==> src/rtl/mux_scan_sampler_pkg.sv <==
// Shared types, widths and channel-pick helper for the mux scan sampler.
package mux_scan_pkg;

    localparam int NUM_CH = 4;
    localparam int CH_W   = 2;
    localparam int CNT_W  = 4;

    typedef enum logic [1:0] {
        IDLE   = 2'd0,
        SETTLE = 2'd1,
        SAMPLE = 2'd2,
        HOLD   = 2'd3
    } scan_state_e;

    // Plain-vector state encodings used by the FSM register
    localparam logic [1:0] ST_IDLE   = IDLE;
    localparam logic [1:0] ST_SETTLE = SETTLE;
    localparam logic [1:0] ST_SAMPLE = SAMPLE;
    localparam logic [1:0] ST_HOLD   = HOLD;

    typedef struct packed {
        logic            found;
        logic [CH_W-1:0] ch;
    } chan_pick_t;

    // Lowest unmasked channel at or above 'from'; found=0 when none remain.
    function automatic chan_pick_t find_chan(input logic [NUM_CH-1:0] mask,
                                             input logic [CH_W:0]     from);
        chan_pick_t pick;
        pick = '0;
        for (int k = NUM_CH - 1; k >= 0; k--) begin
            if (k >= int'(from) && !mask[k]) begin
                pick.found = 1'b1;
                pick.ch    = CH_W'(k);
            end
        end
        return pick;
    endfunction

endpackage

==> src/rtl/mux_scan_sampler_if.sv <==
// Mux select/sample bus plus the downstream frame valid/ready stream.
interface mux_scan_sampler_if
    import mux_scan_pkg::*;
();
    logic              address0;
    logic              address1;
    logic              mux_enable;
    logic              mux_out;
    logic [NUM_CH-1:0] frame_data;
    logic              frame_valid;
    logic              frame_ready;

    modport master (
        output address0, address1, mux_enable, frame_data, frame_valid,
        input  mux_out, frame_ready
    );

    modport slave (
        input  address0, address1, mux_enable, frame_data, frame_valid,
        output mux_out, frame_ready
    );
endinterface

==> src/rtl/mux_scan_sampler_settle_timer.sv <==
// Settle timer: loads SETTLE_CYCLES-1 on clear, counts down while run,
// done when the count is zero (legal SETTLE_CYCLES range 1..15).
module mux_scan_settle_timer
    import mux_scan_pkg::*;
#(
    parameter int SETTLE_CYCLES = 2
) (
    input  logic clk,
    input  logic rst_n,
    input  logic clear,
    input  logic run,
    output logic done
);
    localparam logic [CNT_W-1:0] LOAD = CNT_W'(SETTLE_CYCLES - 1);

    logic [CNT_W-1:0] count;

    // Down-counter: reload on clear, decrement toward zero while running
    always_ff @(posedge clk or negedge rst_n) begin
        if (!rst_n) begin
            count <= '0;
        end else if (clear) begin
            count <= LOAD;
        end else if (run && count != '0) begin
            count <= count - CNT_W'(1);
        end
    end

    assign done = (count == '0);
endmodule

==> src/rtl/mux_scan_sampler.sv <==
// Scans a 4:1 mux channel by channel, waits SETTLE_CYCLES after each
// address change, samples, and hands the packed 4-bit frame downstream
// through a one-entry valid/ready output register.
// Optional build macro MUX_SCAN_MASK_EN adds a per-channel skip mask.
module mux_scan_sampler
    import mux_scan_pkg::*;
#(
    parameter int SETTLE_CYCLES = 2
) (
    input  logic              clk,
    input  logic              rst_n,
    input  logic              start,
    input  logic              continuous,
    output logic              busy,
`ifdef MUX_SCAN_MASK_EN
    input  logic [NUM_CH-1:0] chan_mask,
`endif
    mux_scan_sampler_if.master bus
);
    logic [1:0]        state_q, state_d;
    logic [CH_W-1:0]   ch_q, ch_d;
    logic [NUM_CH-1:0] work_q, work_d;
    logic [NUM_CH-1:0] mask_q, mask_d;
    logic [NUM_CH-1:0] launch_mask;
    logic [NUM_CH-1:0] frame_data_q;
    logic [NUM_CH-1:0] handoff_data;
    logic              frame_valid_q;
    logic [CH_W-1:0]   addr_q;
    logic              enable_q;
    logic              slot_free;
    logic              handoff;
    logic              launch;
    logic              scanning_d;
    logic              timer_clear;
    logic              timer_run;
    logic              timer_done;
    chan_pick_t        first_pick;
    chan_pick_t        next_pick;

`ifdef MUX_SCAN_MASK_EN
    assign launch_mask = chan_mask;
`else
    assign launch_mask = '0;
`endif

    assign slot_free = !frame_valid_q || bus.frame_ready;

    mux_scan_settle_timer #(
        .SETTLE_CYCLES(SETTLE_CYCLES)
    ) u_timer (
        .clk  (clk),
        .rst_n(rst_n),
        .clear(timer_clear),
        .run  (timer_run),
        .done (timer_done)
    );

    // Next-state, channel stepping, frame assembly and handoff decision
    always_comb begin
        state_d      = state_q;
        ch_d         = ch_q;
        work_d       = work_q;
        mask_d       = mask_q;
        timer_clear  = 1'b0;
        timer_run    = 1'b0;
        handoff      = 1'b0;
        handoff_data = work_q;
        launch       = 1'b0;
        first_pick   = find_chan(launch_mask, '0);
        next_pick    = find_chan(mask_q, (CH_W + 1)'(ch_q) + (CH_W + 1)'(1));

        case (state_q)
            ST_IDLE: begin
                if (start) begin
                    launch = 1'b1;
                end
            end
            ST_SETTLE: begin
                timer_run = 1'b1;
                if (timer_done) begin
                    state_d = ST_SAMPLE;
                end
            end
            ST_SAMPLE: begin
                work_d[ch_q] = bus.mux_out;
                if (next_pick.found) begin
                    state_d     = ST_SETTLE;
                    ch_d        = next_pick.ch;
                    timer_clear = 1'b1;
                end else if (slot_free) begin
                    handoff      = 1'b1;
                    handoff_data = work_d;
                end else begin
                    state_d = ST_HOLD;
                end
            end
            ST_HOLD: begin
                if (slot_free) begin
                    handoff = 1'b1;
                end
            end
            default: begin
                state_d = ST_IDLE;
            end
        endcase

        // A handoff either restarts the scan in the same cycle or parks in IDLE
        if (handoff) begin
            if (continuous) begin
                launch = 1'b1;
            end else begin
                state_d = ST_IDLE;
            end
        end

        // Scan launch: freeze the mask, clear the work frame, pick channel 0..3
        if (launch) begin
            mask_d = launch_mask;
            work_d = '0;
            ch_d   = first_pick.ch;
            if (first_pick.found) begin
                state_d     = ST_SETTLE;
                timer_clear = 1'b1;
            end else if (!handoff && slot_free) begin
                // Fully masked scan from IDLE: empty frame goes out immediately
                handoff      = 1'b1;
                handoff_data = '0;
                state_d      = continuous ? ST_HOLD : ST_IDLE;
            end else begin
                state_d = ST_HOLD;
            end
        end
    end

    assign scanning_d = (state_d == ST_SETTLE) || (state_d == ST_SAMPLE);

    // FSM state, current channel, frozen mask and work frame
    always_ff @(posedge clk or negedge rst_n) begin
        if (!rst_n) begin
            state_q <= ST_IDLE;
            ch_q    <= '0;
            work_q  <= '0;
            mask_q  <= '0;
        end else begin
            state_q <= state_d;
            ch_q    <= ch_d;
            work_q  <= work_d;
            mask_q  <= mask_d;
        end
    end

    // One-entry output slot; a same-cycle reload keeps valid high with new data
    always_ff @(posedge clk or negedge rst_n) begin
        if (!rst_n) begin
            frame_data_q  <= '0;
            frame_valid_q <= 1'b0;
        end else if (handoff) begin
            frame_data_q  <= handoff_data;
            frame_valid_q <= 1'b1;
        end else if (frame_valid_q && bus.frame_ready) begin
            frame_valid_q <= 1'b0;
        end
    end

    // Registered mux select/enable, aligned with the state being entered
    always_ff @(posedge clk or negedge rst_n) begin
        if (!rst_n) begin
            addr_q   <= '0;
            enable_q <= 1'b0;
        end else begin
            addr_q   <= scanning_d ? ch_d : '0;
            enable_q <= scanning_d;
        end
    end

    assign bus.address0    = addr_q[0];
    assign bus.address1    = addr_q[1];
    assign bus.mux_enable  = enable_q;
    assign bus.frame_data  = frame_data_q;
    assign bus.frame_valid = frame_valid_q;
    assign busy            = (state_q != ST_IDLE);
endmodule

==> src/flat_wrapper.sv <==
// flat-port wrapper written by rule: the top's interface ports become plain ports
module mux_scan_sampler_flat import mux_scan_pkg::*;
#(
    parameter int SETTLE_CYCLES = 2
)
  (clk, rst_n, start, continuous, busy, bus_address0, bus_address1, bus_mux_enable, bus_frame_data, bus_frame_valid, bus_mux_out, bus_frame_ready);
  mux_scan_sampler_if bus_i ();
  input  logic clk;
  input  logic rst_n;
  input  logic start;
  input  logic continuous;
  output logic busy;
  output wire logic [$bits(bus_i.address0)-1:0] bus_address0;
  output wire logic [$bits(bus_i.address1)-1:0] bus_address1;
  output wire logic [$bits(bus_i.mux_enable)-1:0] bus_mux_enable;
  output wire logic [$bits(bus_i.frame_data)-1:0] bus_frame_data;
  output wire logic [$bits(bus_i.frame_valid)-1:0] bus_frame_valid;
  input wire logic [$bits(bus_i.mux_out)-1:0] bus_mux_out;
  input wire logic [$bits(bus_i.frame_ready)-1:0] bus_frame_ready;
  assign bus_address0 = bus_i.address0;
  assign bus_address1 = bus_i.address1;
  assign bus_mux_enable = bus_i.mux_enable;
  assign bus_frame_data = bus_i.frame_data;
  assign bus_frame_valid = bus_i.frame_valid;
  assign bus_i.mux_out = bus_mux_out;
  assign bus_i.frame_ready = bus_frame_ready;
  mux_scan_sampler #(.SETTLE_CYCLES(SETTLE_CYCLES)) u_core (.clk(clk), .rst_n(rst_n), .start(start), .continuous(continuous), .busy(busy), .bus(bus_i));
endmodule
==> config.mk <==
export PLATFORM = sky130hd
export DESIGN_NAME = mux_scan_sampler_flat
export DESIGN_NICKNAME = d
export VERILOG_FILES = /design/src/rtl/mux_scan_sampler_pkg.sv /design/src/rtl/mux_scan_sampler_if.sv /design/src/rtl/mux_scan_sampler_settle_timer.sv /design/src/rtl/mux_scan_sampler.sv /design/src/flat_wrapper.sv
export SDC_FILE = /design/constraint.sdc
export NUM_CORES = 1
export LEC_CHECK = 0
export ABC_AREA = 0
export CAP_MARGIN = 25
export CORE_ASPECT_RATIO = 1.5
export CORE_MARGIN = 5
export CORE_UTILIZATION = 30
export DETAILED_ROUTE_END_ITERATION = 10
export PLACE_DENSITY_LB_ADDON = 0.08
export SYNTH_ARGS = -nofsm -noshare
export SYNTH_HDL_FRONTEND = slang
export SYNTH_SLANG_ARGS = --single-unit
==> constraint.sdc <==
create_clock -name clk -period 2.7 [get_ports clk]
set_input_delay 0.54 -clock clk [delete_from_list [all_inputs] [get_ports clk]]
set_output_delay 0.54 -clock clk [all_outputs]
set_load 0.01 [all_outputs]
# == Word level (Yosys, flattened, before mapping) ==
# Index checks and enable logic that the tools add are counted.
# word_totals
output_inout_bits,9
in_bits,6
regBits,20
wordCells,72
# classes
n_addsub,2
order_cmp,6
n_eq_ne,5
n_mux,38
reduce_logical,13
# ops
operator,count
$mux 4,7
$mux 2,10
$mux 1,13
$mux 3,4
$reduce_bool 2->1,4
$eq 2x2->1 const B,3
$ge 1x3->1 const A,2
$ge 2x3->1 const A,2
$bwmux 4,1
$eq 2x1->1 const B,2
$logic_not 4->1,1
$pmux 2 s2,1
$reduce_bool 4->1,1
$sub 4x1->4 const B,1
$add 2x1->3 const B,1
$logic_and 1x1->1,3
$lt 2x3->1 const B,1
$demux 1 s2,1
$ge 2x1->1 const B,1
$logic_not 2->1,1
$logic_or 1x1->1,2
$pmux 1 s2,1
$logic_not 1->1,1

# == Longest topological paths before layout ==
# depth
word_depth,14
depth_mapped,8
depth_no_buf,7

# == Hierarchy ==
# Synthesis repeated with hierarchy kept, for this count alone.
# hier_totals
hier_cells,99
area_unflattened_um2,1098.6
# modules_own_cells
module,seq_area_each_um2,n_inst,area_each_um2,cells_per_inst
mux_scan_sampler,400.4,1,852.1,75
mux_scan_settle_timer,100.1,1,246.5,24

# == Worst setup path before layout ==
# Ideal clock, no wire load.
# synth_path
path_kind,reg-to-reg
from,reg u_core.state_q[0]
to,reg u_core.addr_q[0]
required_time_ps,2622
t_arrival_ps,1787
stages_incl_launch_ff,9
period_less_slack_ps,1865
setup_slack_ps,835
path_buffers,1
setup_ps,78
cell_sequence,dfrtp_1 inv_1 ha_1 buf_6 a31oi_4 nor2_4 a221o_1 or3_1 a21boi_1
# synth_via
elab_chain_len,9
elab_cells_between_ends,21
classes_between,eq/ne: 5; mux: 14; reduce/logical: 2
# synth_lines
element,line_no,source
start: declaration,mux_scan_sampler.sv:20,"logic [1:0] state_q, state_d;"
start signal: assignment,mux_scan_sampler.sv:145,state_q <= state_d;
$mux 2,mux_scan_sampler.sv:90,end else if (slot_free) begin
$mux 2,mux_scan_sampler.sv:86,if (next_pick.found) begin
$pmux 2 s2,mux_scan_sampler.sv:72,case (state_q)
$mux 2,mux_scan_sampler.sv:109,if (continuous) begin
$mux 2,mux_scan_sampler.sv:108,if (handoff) begin
$mux 2,mux_scan_sampler.sv:117,if (launch) begin
$eq 2x1->1 or $eq 2x2->1 (tied branches),mux_scan_sampler.sv:135,assign scanning_d = (state_d == ST_SETTLE) || (state_d == ST_SAMPLE);
$logic_or 1x1->1,mux_scan_sampler.sv:135,
$mux 2 *,mux_scan_sampler.sv:171,addr_q <= scanning_d ? ch_d : '0;
end signal: assignment,mux_scan_sampler.sv:171,
end: declaration,mux_scan_sampler.sv:28,logic [CH_W-1:0] addr_q;
# Mark *: on every way between the ends. The rest lies on a longest branch, timed or not.
# A chain may end at the register's enable or synchronous reset.

# == Worst setup path after layout ==
# layout_path
from,reg u_core.state_q[0]
to,out busy
# layout_via
elab_chain_len,1
# layout_lines
element,line_no,source
$reduce_bool 2->1,mux_scan_sampler.sv:181,assign busy = (state_q != ST_IDLE);
end: declaration,flat_wrapper.sv:12,output logic busy;
# No other way between the ends.

==> results.md <==
- Relative slew margins: 0.7405
- Clk_lat worst skew: 0.26 ns
- Worst Path Required: 2.16 ns
- Kind of launch point of the worst setup path: flip-flop
- Global placement routability congestion: 0.6911
- Routed via count divided by cell count: 4.797
- Share of final-layout standard cells stronger than drive strength 1: 0.1111
- Setup clock skew after layout: 0.002564 ns
- Library cell appearing most often on the critical path: sky130_fd_sc_hd__inv_1
- Mux share of post-synthesis cell area: 0.08407
- Routed WL per cell: 13.45 µm
- Final-report setup violation count: 0
- Adder-cell share of the synthesized area: 0.06274
- Maximum vdd drop: 0.4743 mV
- Antenna diodes: 0
- Final Routed Wirelength: 1.990 mm
- Finished layout cell area: 1239 µm²
- Cell family with the largest share of critical-path delay: buffers and inverters
- Post-synthesis cell count: 90
- Core Box Area: 3191 µm²
- Unrepaired setup endpoints after global routing: false
- # Max-Cap Violations: 0
- Antenna violations before repair: 0
- Number of synthesized register bits: 20
- Worst path bufs/invs: 3
- Cell area power density: 1166 nW/µm²
- Width of the die: 57.08 µm
- Worst slew pin tran: 0.3892 ns
- Worst Setup End Kind: output pin
- NetSw: 556.6 µW
- Hold-fix buffers, CTS: 0
- Rows: 25
- Largest net degree at the start of global routing: 21
- Slack of the worst reg-to-reg path: 0.62 ns
- Area post-placement: 1184 µm²
- Critical R2R Capture: u_core.addr_q[0]
- Floorplan die area: 4601 µm²
- Area Overhead vs Synth: 24.22%
- Outcome: completed
- Simple-gate share of the synthesized area: 0.1719
- Hold Fails Final Rpt: 0
- Worst hold path cell count: 1
- Number of non-filler instances in the completed layout: 148
- Vias in the first global route: 781
- Category of the most critical setup path: flip-flop to output pin
- Overall track demand over capacity in global routing: 0.1005
- Startpoint of the tightest hold check path: u_core.work_q[0]
- Crit path time final: 2.148 ns
- Fraction of power spent switching nets: 0.3853
- # clock sinks: 20
- Combinational power share: 0.490
- Initial detailed-routing violation count: 15
- End point of the worst hold path: u_core.bus.frame_data[0]
- Setup TNS: 0 ns
- Clock root cell: sky130_fd_sc_hd__clkbuf_8
- Setup bufs post-CTS: 0
- Total of warnings raised by yosys: 0
- Clock Path Buffers: 2
- H-Tree Level Count: 1
- Cell depth of the worst flop-to-flop path: 7
- Fmax: 0.4655 GHz
- Distinct cells, synth: 30
- Post-synthesis area per instance: 11.08 µm²
- Internal portion of total power: 887.9 µW
- Sequential cell fraction of total power: 0.352
- Worst Path Arrival: 1.61 ns
- Largest stage delay, worst path: 0.52 ns
- Total via count in the routed design: 710
- Clock share of power: 0.158
- Count of unresolved DRC violations after routing: 0
- Number of nets still failing antenna checks after routing: 0
- Startpoint of the most critical register-to-register path: u_core.state_q[0]
- Wire length of the first global-routing pass: 3.525 mm
- Final net count: 120
- Overflow after GRT: 0
- Reg clk slew, reported paths: 0.07 ns
- Max-slew violations: 0
- Die Y: 80.61 µm
- Placed cell count: 144
- First-pass iteration count of the detailed router: 4
- Number of I/O port buffers: 14
- Cell-by-cell listing of the critical path: inv_1 > ha_1 > inv_1 > clkdlybuf4s50_1
- Overall power: 1.445 mW
- Initial cell density of the core: 0.3125
- Slowest CP cell: sky130_fd_sc_hd__clkdlybuf4s50_1
- Detailed Place HPWL: 1.501 mm
- Largest family of logic cells by synthesized area: simple AND/OR/NAND/NOR gates
- Sequential fraction of the synthesis area: 0.5019
- Num ports: 15
- Final clock period utilization by the worst path: 0.7957
- Post-synthesis instance area: 997.2 µm²
- Count of cells resized by post-cts repair: 0
- Share of the synthesized netlist area taken by xor and xnor gates: 0.01757
- Post-Synthesis Net Count: 101
- Hold/Removal Path Class: flip-flop to flip-flop
- Total clock buffers created by CTS: 3
- Fraction of the mapped netlist area in compound gates: 0.1242
- Total of fill cells in the finished design: 325
- Leakage dissipation: 0.5711 nW
- Max FO, Critical Path: 5
- TritonCTS clock tree: yes
==> routing by layer <==
metal  track usage  vias to the layer above  wire (µm)  part of all wire
li1              -                      343          -                 -
met1        0.1108                      348        853              0.43
met5             0                        -          0                 0
met4       0.06497                        0         36             0.018
met3       0.01768                        4         72             0.036
met2        0.1739                       15       1028              0.52
==> power by group through the flow <==
stage | Clock, mW | Combinational, mW | Sequential (mW)
2_1_floorplan | 0 | 0.475 | 0.518
3_3_place_gp | 0 | 0.712 | 0.512
3_5_place_dp | 0 | 0.716 | 0.517
4_1_cts | 0.236 | 0.721 | 0.511
5_1_grt | 0.254 | 0.809 | 0.522
6_report | 0.229 | 0.708 | 0.508
==> synthesized netlist by cell type <==
cell                       instances  area share
sky130_fd_sc_hd__dfrtp_1          20        0.50
sky130_fd_sc_hd__inv_1             7       0.026
sky130_fd_sc_hd__mux2_2            3       0.034
sky130_fd_sc_hd__nor2_4            1       0.011
sky130_fd_sc_hd__a21oi_1           4       0.020
sky130_fd_sc_hd__a21boi_1          3       0.023
sky130_fd_sc_hd__nand3b_1          2       0.015
sky130_fd_sc_hd__buf_6             1       0.011
sky130_fd_sc_hd__or2b_1            1      0.0075
sky130_fd_sc_hd__or3_1             1      0.0063
sky130_fd_sc_hd__or3b_4            1       0.011
sky130_fd_sc_hd__nor3b_1           2       0.015
sky130_fd_sc_hd__nand2_1           4       0.015
sky130_fd_sc_hd__a31oi_4           1       0.021
sky130_fd_sc_hd__nor2_1           12       0.045
sky130_fd_sc_hd__mux2i_1           5       0.050
sky130_fd_sc_hd__o211ai_1          1      0.0075
sky130_fd_sc_hd__and3_1            1      0.0063
sky130_fd_sc_hd__a22o_1            1      0.0088
sky130_fd_sc_hd__nand2b_1          1      0.0063
sky130_fd_sc_hd__nand3_2           1       0.010
sky130_fd_sc_hd__nor4_1            1      0.0063
sky130_fd_sc_hd__o21ai_0           4       0.020
sky130_fd_sc_hd__a21o_1            1      0.0075
sky130_fd_sc_hd__and2b_1           1      0.0075
sky130_fd_sc_hd__ha_1              5       0.063
sky130_fd_sc_hd__a31oi_1           1      0.0063
sky130_fd_sc_hd__nand4b_1          1      0.0088
sky130_fd_sc_hd__a221o_1           1       0.010
sky130_fd_sc_hd__xnor2_1           2       0.018
==> cell type report <==
class                           count  area (µm²)  share of cell area
Sequential cell                    20       500.5              0.4040
Multi-Input combinational cell     62       459.2              0.3707
Timing Repair Buffer               15       147.6              0.1192
Clock buffer                        4       55.05             0.04444
Tap cell                           40       50.05             0.04040
Inverter                            7       26.28             0.02121
==> worst max-delay path by stage <==
| stage | endpoint | slack (ns) | start | depth (start not counted) |
|---|---|---|---|---|
| CTS | busy | 0.55 | u_core.state_q[0] | 4 |
| finish | busy | 0.55 | u_core.state_q[0] | 4 |
| global route | u_core.addr_q[0] | 0.44 | u_core.state_q[0] | 7 |
| detailed placement | u_core.u_timer.count[0] | 0.47 | bus_frame_ready | 6 |
| global placement | u_core.u_timer.count[3] | 0.47 | bus_frame_ready | 6 |
| floorplan | u_core.addr_q[0] | 0.84 | u_core.state_q[0] | 8 |
==> kinds of logic after synthesis <==
family / after synthesis
and+or+nand+nor: 30
DFF: 20
xor gates and xnor gates: 2
muxes: 8
adders and majority gates: 5
buffers and inverters: 8
AOI/OAI and AO/OA: 17
==> worst reg2reg max path, cell delays in order (launching register included) <==
cell and delay [ns]:
sky130_fd_sc_hd__dfrtp_1 0.44, sky130_fd_sc_hd__inv_1 0.10, sky130_fd_sc_hd__ha_1 0.39, sky130_fd_sc_hd__a31oi_4 0.14
sky130_fd_sc_hd__nor2_4 0.24, sky130_fd_sc_hd__a31oi_1 0.12, sky130_fd_sc_hd__or3_1 0.42, sky130_fd_sc_hd__a21boi_1 0.15
==> state kept, by name, summed over array words and instances, names as in the netlist <==
signal and flops:
u_core.addr_q 2, u_core.bus.frame_data 4, u_core.bus.frame_valid 1, u_core.bus.mux_enable 1
u_core.ch_q 2, u_core.state_q 2, u_core.u_timer.count 4, u_core.work_q 4
==> placed cells by master, fill, tap and decap left out <==
| master | synthesis | final |
|---|---|---|
| sky130_fd_sc_hd__nand3b_1 | 2 | 2 |
| sky130_fd_sc_hd__nand4b_1 | 1 | 1 |
| sky130_fd_sc_hd__clkbuf_8 | 0 | 4 |
| sky130_fd_sc_hd__ha_1 | 5 | 5 |
| sky130_fd_sc_hd__or2b_1 | 1 | 1 |
| sky130_fd_sc_hd__a22o_1 | 1 | 1 |
| sky130_fd_sc_hd__a221o_1 | 1 | 1 |
| sky130_fd_sc_hd__inv_1 | 7 | 7 |
| sky130_fd_sc_hd__or3_1 | 1 | 1 |
| sky130_fd_sc_hd__xnor2_1 | 2 | 2 |
| sky130_fd_sc_hd__a21o_1 | 1 | 1 |
| sky130_fd_sc_hd__mux2i_1 | 5 | 5 |
| sky130_fd_sc_hd__nand2_1 | 4 | 4 |
| sky130_fd_sc_hd__nor2_4 | 1 | 1 |
| sky130_fd_sc_hd__buf_4 | 0 | 1 |
| sky130_fd_sc_hd__and3_1 | 1 | 1 |
| sky130_fd_sc_hd__o21ai_0 | 4 | 4 |
| sky130_fd_sc_hd__nand2b_1 | 1 | 1 |
| sky130_fd_sc_hd__nand3_2 | 1 | 1 |
| sky130_fd_sc_hd__nor3b_1 | 2 | 2 |
| sky130_fd_sc_hd__nor4_1 | 1 | 1 |
| sky130_fd_sc_hd__nor2_1 | 12 | 12 |
| sky130_fd_sc_hd__and2b_1 | 1 | 1 |
| sky130_fd_sc_hd__or3b_4 | 1 | 1 |
| sky130_fd_sc_hd__a21oi_1 | 4 | 4 |
| sky130_fd_sc_hd__o211ai_1 | 1 | 1 |
| sky130_fd_sc_hd__a31oi_1 | 1 | 1 |
| sky130_fd_sc_hd__dfrtp_1 | 20 | 20 |
| sky130_fd_sc_hd__clkdlybuf4s50_1 | 0 | 14 |
| sky130_fd_sc_hd__mux2_2 | 3 | 3 |
| sky130_fd_sc_hd__a31oi_4 | 1 | 1 |
| sky130_fd_sc_hd__a21boi_1 | 3 | 3 |
==> per-stage QoR <==
stage	setup slack, ns	hold WS, ns	utilization
after global routing	0.4376	0.5382	0.3882
final	0.5517	0.5126	0.3882
after detailed placement	0.4732	0.4976	0.3710
after global placement	0.4692	0.4886	0.3710
after CTS	0.5464	0.5148	0.3882
after floorplan	0.8351	0.2444	-
Power figures use the tool's default switching activity.
